[src/rtl/alu_pkg.sv]
// Shared op-codes and FSM encodings for the sequential shifter.
// Optional feature macro: ALU_SHIFT_ROTATE_EN (op 11 = rotate-left).
package alu_pkg;

  localparam logic [1:0] OP_SLL = 2'b00;
  localparam logic [1:0] OP_SRL = 2'b01;
  localparam logic [1:0] OP_SRA = 2'b10;
  localparam logic [1:0] OP_ROL = 2'b11;

  typedef enum logic [1:0] {
    ST_IDLE  = 2'b00,
    ST_SHIFT = 2'b01,
    ST_DONE  = 2'b10
  } state_e;

endpackage

[src/rtl/alu_shift_stage.sv]
// One 2^k shift stage of the sequential shifter.
// Op 11 rotates left with ALU_SHIFT_ROTATE_EN, else passes data through.
module alu_shift_stage
  import alu_pkg::*;
#(
  parameter int N  = 32,
  parameter int SW = $clog2(N)
) (
  input  logic [N-1:0]  data_i,
  input  logic [SW-1:0] stage_i,
  input  logic [1:0]    op_i,
  input  logic          en_i,
  output logic [N-1:0]  data_o
);

  logic [SW:0]  shamt;
  logic [N-1:0] shifted;
`ifdef ALU_SHIFT_ROTATE_EN
  logic [SW:0]  rot_r;
`endif

  // Apply a 2^stage shift in the requested direction when enabled
  always_comb begin
    shamt   = (SW+1)'(1) << stage_i;
    shifted = data_i;
`ifdef ALU_SHIFT_ROTATE_EN
    rot_r   = (SW+1)'(N) - shamt;
`endif
    unique case (1'b1)
      op_i == OP_SLL: shifted = data_i << shamt;
      op_i == OP_SRL: shifted = data_i >> shamt;
      op_i == OP_SRA: shifted = $signed(data_i) >>> shamt;
      default: begin
`ifdef ALU_SHIFT_ROTATE_EN
        shifted = (data_i << shamt) | (data_i >> rot_r);
`else
        shifted = data_i;
`endif
      end
    endcase
    data_o = en_i ? shifted : data_i;
  end

endmodule

[src/rtl/alu_shift_seq.sv]
// Sequential log-stage barrel shifter: one 2^k stage per cycle.
// Optional feature macro: ALU_SHIFT_ROTATE_EN (op 11 = rotate-left).
module alu_shift_seq
  import alu_pkg::*;
#(
  parameter int N = 32
) (
  input  logic                 clk,
  input  logic                 rst_n,
  input  logic                 in_valid,
  output logic                 in_ready,
  input  logic [N-1:0]         in_a,
  input  logic [$clog2(N)-1:0] in_amt,
  input  logic [1:0]           in_op,
  output logic                 out_valid,
  input  logic                 out_ready,
  output logic [N-1:0]         out_z,
  output logic                 busy
);

  localparam int SW = $clog2(N);
  localparam logic [SW-1:0] K_TOP = SW'(SW-1);

  state_e        state_q, state_d;
  logic [SW-1:0] k_q, k_d;
  logic [SW-1:0] amt_q, amt_d;
  logic [1:0]    op_q, op_d;
  logic [N-1:0]  work_q, work_d;
  logic [N-1:0]  stage_out;
  logic          stage_en;

  alu_shift_stage #(
    .N  (N),
    .SW (SW)
  ) u_stage (
    .data_i  (work_q),
    .stage_i (k_q),
    .op_i    (op_q),
    .en_i    (stage_en),
    .data_o  (stage_out)
  );

  // State and datapath registers, cleared asynchronously
  always_ff @(posedge clk or negedge rst_n) begin
    if (!rst_n) begin
      state_q <= ST_IDLE;
      k_q     <= K_TOP;
      amt_q   <= '0;
      op_q    <= '0;
      work_q  <= '0;
    end else begin
      state_q <= state_d;
      k_q     <= k_d;
      amt_q   <= amt_d;
      op_q    <= op_d;
      work_q  <= work_d;
    end
  end

  // Next state: accept in IDLE, step stages in SHIFT, wait for consumer
  always_comb begin
    state_d = state_q;
    k_d     = k_q;
    amt_d   = amt_q;
    op_d    = op_q;
    work_d  = work_q;
    unique case (state_q)
      ST_IDLE: begin
        if (in_valid) begin
          state_d = ST_SHIFT;
          k_d     = K_TOP;
          amt_d   = in_amt;
          op_d    = in_op;
          work_d  = in_a;
        end
      end
      ST_SHIFT: begin
        work_d = stage_out;
        if (k_q == '0) begin
          state_d = ST_DONE;
          k_d     = K_TOP;
        end else begin
          k_d = k_q - 1'b1;
        end
      end
      ST_DONE: begin
        if (out_ready) state_d = ST_IDLE;
      end
      default: state_d = ST_IDLE;
    endcase
  end

  // Handshake outputs and stage enable decoded from state
  always_comb begin
    in_ready  = (state_q == ST_IDLE);
    out_valid = (state_q == ST_DONE);
    busy      = (state_q != ST_IDLE);
    stage_en  = (state_q == ST_SHIFT) && amt_q[k_q];
    out_z     = work_q;
  end

endmodule

[config.mk]
export PLATFORM = sky130hd
export DESIGN_NAME = alu_shift_seq
export DESIGN_NICKNAME = d
export VERILOG_FILES = /design/src/rtl/alu_pkg.sv /design/src/rtl/alu_shift_stage.sv /design/src/rtl/alu_shift_seq.sv
export SDC_FILE = /design/constraint.sdc
export NUM_CORES = 1
export LEC_CHECK = 0
export CORE_MARGIN = 2
export CORE_UTILIZATION = 38
export CTS_BUF_LIST = sky130_fd_sc_hd__clkbuf_8
export CTS_CLUSTER_SIZE = 16
export DETAILED_ROUTE_END_ITERATION = 8
export MAX_ROUTING_LAYER = met4
export PLACE_DENSITY = 0.57
export RECOVER_POWER = 100
export SLEW_MARGIN = 20
export SYNTH_ARGS = -nofsm -noshare
export SYNTH_HDL_FRONTEND = slang
export SYNTH_SLANG_ARGS = --single-unit
[constraint.sdc]
create_clock -name clk -period 2.39 [get_ports clk]
set_input_delay 0.5975 -clock clk [delete_from_list [all_inputs] [get_ports clk]]
set_output_delay 0.5975 -clock clk [all_outputs]
set_load 0.02 [all_outputs]
Word level (Yosys, flattened, before mapping). Cells that the tools add are included.

Output and inout port bits: 35. Bits of input ports: 43. Word-level logic and storage cells: 43. Bits in registers: 46.

Mux-type cells: 13. Reductions and logical operators: 10. Magnitude comparators: 1. Eq/ne operators: 9. Shift-type cells: 4. Add/subtract/negate cells: 1.

Operator list (number): case mux 32 bit (3 select lines) (1); 2-to-1 mux 32 bit (2); case mux 32 bit (2 select lines) (1); << shifter 32 x 6 -> 32 bit (1); right shift 32 x 6 -> 32 bit (1); >>> shifter 32 x 6 -> 32 bit (1); 2-to-1 mux 5 bit (2); case mux 5 bit (2 select lines) (1); 2-to-1 mux 2 bit (3); case mux 2 bit (3 select lines) (1); << shifter 1 x 5 -> 6 bit (first input constant) (1); zero test 5 bit (1); less-than comparator 5 x 4 -> 1 bit (second input constant) (1); subtractor 5 x 1 -> 5 bit (second input constant) (1); == test 2 x 1 -> 1 bit (second input constant) (2); == test 2 bit (second input constant) (2); zero test 2 bit (2); inequality test 2 x 1 -> 1 bit (second input constant) (2); inequality test 2 bit (second input constant) (2); inequality test 4 x 1 -> 1 bit (second input constant) (1); AND reduction 2 bit (2); AND reduction 4 bit (1); nonzero test 2 bit (2); binary-select mux 1 bit (select 3 bit) (1); 3 further kinds (3).

Logic depth before layout (Yosys ltp).
Word-level depth: 5. Depth in mapped cells: 10. Depth with buffers taken out: 8.

By module. A second synthesis with hierarchy kept.

Cells, all modules: 876. Area total of the unflattened synthesis: 6008.3 um^2.

By module, submodules not included: alu_shift_stage (area each 3673.5 um^2, times used 1, cells an instance 638); alu_shift_seq (area each 2334.7 um^2, times used 1, cells an instance 238).

Worst setup path after synthesis. OpenSTA, ideal clock, no wires.

Kind: reg2reg. Start: reg k_q[1]. End: reg work_q[6], in the netlist out_z[6]. Data arrival time: 2136 ps. Cell stages (with the launch flop): 7. Path slack: 113 ps. Buffers on the path: 1. Setup time: 141 ps. Path through: dfrtp_1 buf_6 nor4_4 mux4_1 and3_1 o311ai_1 o311ai_1.

Longest elaborated chain between the ends: 5. Elaborated cells between the ends (all ways): 12.

Ends and longest elaborated chain: start: declaration (line alu_shift_seq.sv:25) `logic [SW-1:0] k_q, k_d;`; start signal: assignment (line alu_shift_seq.sv:53) `k_q <= k_d;`; << shifter 1 x 5 -> 6 bit or binary-select mux 1 bit (select 3 bit) (tied branches) (line alu_shift_stage.sv:24, alu_shift_seq.sv:98); >>> shifter 32 x 6 -> 32 bit (tied with other cells) (line alu_shift_stage.sv:32) `op_i == OP_SRA: shifted = $signed(data_i) >>> shamt;`; case mux 32 bit (3 select lines) or logical AND 1 bit (tied branches) (line alu_shift_stage.sv:29, alu_shift_seq.sv:98); 2-to-1 mux 32 bit or inequality test 2 x 1 -> 1 bit (tied branches); case mux 32 bit (2 select lines) or AND reduction 4 bit (tied branches); end signal: assignment (line alu_shift_seq.sv:56) `work_q <= work_d;`; end: declaration (line alu_shift_seq.sv:28) `logic [N-1:0] work_q, work_d;`.

Several ways; a longest one is shown, not always the timed one. The select of a mux whose other input is x is not followed. A chain may end at the register's enable or synchronous reset.

Worst setup path after layout.
Start: reg k_q[1]. End: reg work_q[17], in the netlist out_z[17].

Same word-level chain as after synthesis.

==> flow_summary_export.csv <==
group,metric,value,unit
outcome,status,"complete, but fails checks",
outcome,violations,"DRC, setup timing",
yosys,syn_area_per_cell,6.967,µm²
yosys,synth_xor_xnor_area_share,0.003081,
yosys,ys_top_cells_by_area,"dfrtp_1 (20%), o21ai_0 (8.0%), a21oi_1 (6.7%), nand2_1 (5.9%), clkbuf_1 (4.1%)",
yosys,synth_compound_area_frac,0.4082,
global_routing,grt_overflow,0,
cts,ctsLongestPathBuffers,2,
cts,clk_latency,350,ps
detailed_routing,avgRoutedWirePerCell,29.35,µm
detailed_routing,drt_first_iter_violations,1842,
timing,hold_viol_final,0,
finish,layout.nets,1073,
detailed_routing,met3_wirelength,5727,µm
yosys,synthesis.nets,863,
worst_setup_path,cp_data_arrival_time,2810,ps
floorplanning,fp.coreArea,0.01459,mm²
floorplanning,start_util,0.3897,
yosys,synth_simple_gate_area_share,0.2368,
yosys,seq_area_frac_synth,0.2027,
floorplanning,rows,44,
yosys,ys.flop_type,"dfrtp_1",
timing,final_max_slew_viol_count,0,
detailed_routing,wl_met1,12900,µm
detailed_routing,dr_wl_met2,13990,µm
yosys,netlist.area_leader.share,0.1981,
timing,skew,14.54,ps
worst_setup_path,critPathMaxFanout,10,
timing,max_slew_margin,0.1422,
detailed_routing,viasPerCell,7.232,
global_routing,grt_pass1_vias,8068,
detailed_routing,drc,11,
timing,rsz0062_at_grt,"true",
yosys,synth_top_family_by_area,"compound AO/OA/AOI/OAI gates",
placement,portBuffers,77,
finish,area_delta_synth_final,54.49,%
cts,clock-root-buffer,"clkbuf_8",
worst_setup_path,critPathLaunchType,"register",
timing,timing.fmax,0.3907,GHz
yosys,ys_types,81,
detailed_routing,top_layer,"met4",
yosys,synth_edf_count,0,
yosys,synth_mux_area_frac,0.05700,
hold_path,min_path_type,"reg2reg",
placement,hpwl,25400,µm
cts,cts_made_buffers,5,
timing,fin_crit,2560,ps
finish,stdcell_count,1213,
cts,cts_tree,"done",
floorplanning,die_w,126.3,µm
global_routing,grt_max_degree,36,
worst_setup_path,end_kind,"register",
timing,setup_viol,18,
timing,fin_tns_setup,-1197,ps
cts,clk_pin_slew,120,ps
detailed_routing,vias,8772,
yosys,synth_top_area_cell,"dfrtp_1",
yosys,synth_fa_ha_area_frac,0.008803,
job,drv_cap,0,
placement,dp_cells,1182,
cts,cts_max_level,2,
detailed_routing,totalWireLength,35610,µm
global_routing,grt_pass1_wl,51430,µm
yosys,async_reset_ff_frac,1.000,
global_routing,grt_usage,0.4386,
yosys,synth_seq_cells,46,
cts,cts_sinks,46,
floorplanning,pin_count,78,
floorplanning,die_h,126.3,µm
placement,place.gp.congestion,1.158,
floorplanning,die-area,0.01596,mm²
worst_setup_path,worstSetupPathType,"reg2reg",
yosys,yosysWarnings,0,
yosys,synth_area,0.005685,mm²
global_routing,antenna_found_initial,2,
detailed_routing,first_pass_iters,9,
timing,tightestPinTransition,1287,ps
worst_setup_path,required,2640,ps
finish,post-route-util,0.6021,
timing,setup_ws,-169.7,ps
detailed_routing,postRouteAntennaNets,0,
timing,period_share,1.071,
yosys,syn_inst,816,
finish,post_route_cells_drive_above_1_share,0.3398,
==> Yosys cell counts (4+ instances only) <==
| cell | n |
|---|---|
| o21ai_0 | 91 |
| mux2i_1 | 14 |
| and3_1 | 8 |
| a211o_1 | 4 |
| nor2_1 | 62 |
| and2_1 | 5 |
| a31oi_1 | 26 |
| dfrtp_1 | 45 |
| o21a_1 | 5 |
| o21ai_1 | 6 |
| a22oi_1 | 10 |
| a211oi_1 | 16 |
| nand2b_1 | 9 |
| o211ai_1 | 14 |
| buf_4 | 4 |
| a32oi_1 | 4 |
| o32ai_1 | 7 |
| mux2_2 | 8 |
| o22ai_1 | 12 |
| nand2_1 | 89 |
| nand3_1 | 22 |
| a21oi_1 | 76 |
| nand4_1 | 4 |
| a21o_1 | 6 |
| nor2b_1 | 7 |
| a221oi_1 | 8 |
| a311oi_1 | 5 |
| or3_1 | 14 |
| o31ai_1 | 6 |
| ha_1 | 4 |
| inv_1 | 12 |
| nor3_1 | 33 |
| clkbuf_1 | 62 |
| o221ai_1 | 9 |
| buf_2 | 22 |
==> sequential cells by signal, summed over array words and instances (netlist names) <==
signal,cells
state_q,2
amt_q,5
out_z,32
op_q,2
k_q,5
==> logic make-up after synthesis <==
kind of cell               Yosys count
buffers and inverters              109
and+or+nand+nor                    274
xor gates and xnor gates             2
muxes                               26
adders and majority gates            4
DFF                                 46
AOI/OAI and AO/OA                  355
==> per-layer routing <==
layer	track usage	vias to the layer above
met5	-	-
li1	-	3527
met4	0.2411	0
met2	0.6040	886
met3	0.1497	292
met1	0.5620	4067
==> what timing repair did <==
action / in CTS / in global routing
hold buffers: 0 / 0
pin swaps: 24 / 37
hold endpoints to repair: 0 / 0
setup endpoints to repair: 31 / 34
gates cloned: 1 / 1
buffers inserted: 10 / 11
gates resized for setup: 54 / 100
==> final timing paths <==
path,startpoint,end,slack [ps],cells after the start
min in group asynchronous,rst_n,out_z[31],500,1
worst max register to register,k_q[1],out_z[17],-170,10
worst min-delay path,amt_q[0],amt_q[0],490,2
max in group asynchronous,rst_n,out_z[23],330,2
worst max-delay path,k_q[1],out_z[17],-170,10
worst min register to register,amt_q[0],amt_q[0],490,2
==> placed cells by master, fill, tap and decap left out, types with 6 or more instances in the layout <==
| cell | count |
|---|---|
| buf_4 | 180 |
| nand2_1 | 87 |
| o21ai_0 | 70 |
| a21oi_1 | 59 |
| nor2_1 | 58 |
| clkdlybuf4s50_1 | 54 |
| dfrtp_1 | 41 |
| a31oi_1 | 25 |
| nor3_1 | 23 |
| nand3_1 | 21 |
| dlygate4sd3_1 | 21 |
| buf_6 | 17 |
| a21oi_2 | 16 |
| o211ai_1 | 14 |
| o21ai_1 | 14 |
| buf_12 | 14 |
| o21ai_2 | 13 |
| inv_1 | 12 |
| or3_1 | 12 |
| mux2i_1 | 12 |
| a211oi_1 | 12 |
| o22ai_1 | 10 |
| nand2b_1 | 9 |
| a22oi_1 | 9 |
| o221ai_1 | 9 |
| mux2_2 | 8 |
| nor3_2 | 7 |
| a21o_1 | 6 |
==> critical path: stages (launching register included) <==
cell and delay (ps):
dfrtp_1 430, buf_6 160, nor4_4 320, buf_12 200, nand2_1 90, buf_6 180, o221ai_1 380, a21oi_1 160
a221oi_2 330, buf_4 160, a211oi_1 40
==> layout make-up <==
class	instances	area, µm²
Multi-Input combinational cell	661	4562
Sequential cell	46	1157
Clock buffer	5	68.82
Tap cell	184	230.2
Fill cell	1295	5806
Antenna cell	2	5.005
Inverter	15	56.30
Timing Repair Buffer	297	2675
Clock inverter	3	28.78
==> through the flow <==
step / cell area (µm²) / hold slack (ps) / setup slack [ps]
CTS: 8354 / 234.1 / -160.7
finish: 8783 / 490.7 / -169.7
detailed placement: 7953 / 470.8 / -256.2
floorplan: 5685 / 301.9 / 113.0
global route: 8783 / 525.3 / -230.2
global placement: 7953 / 453.5 / -263.8
Power is not shown: default switching activity piles up to over one toggle a cycle in this logic, so the estimate is an artifact.
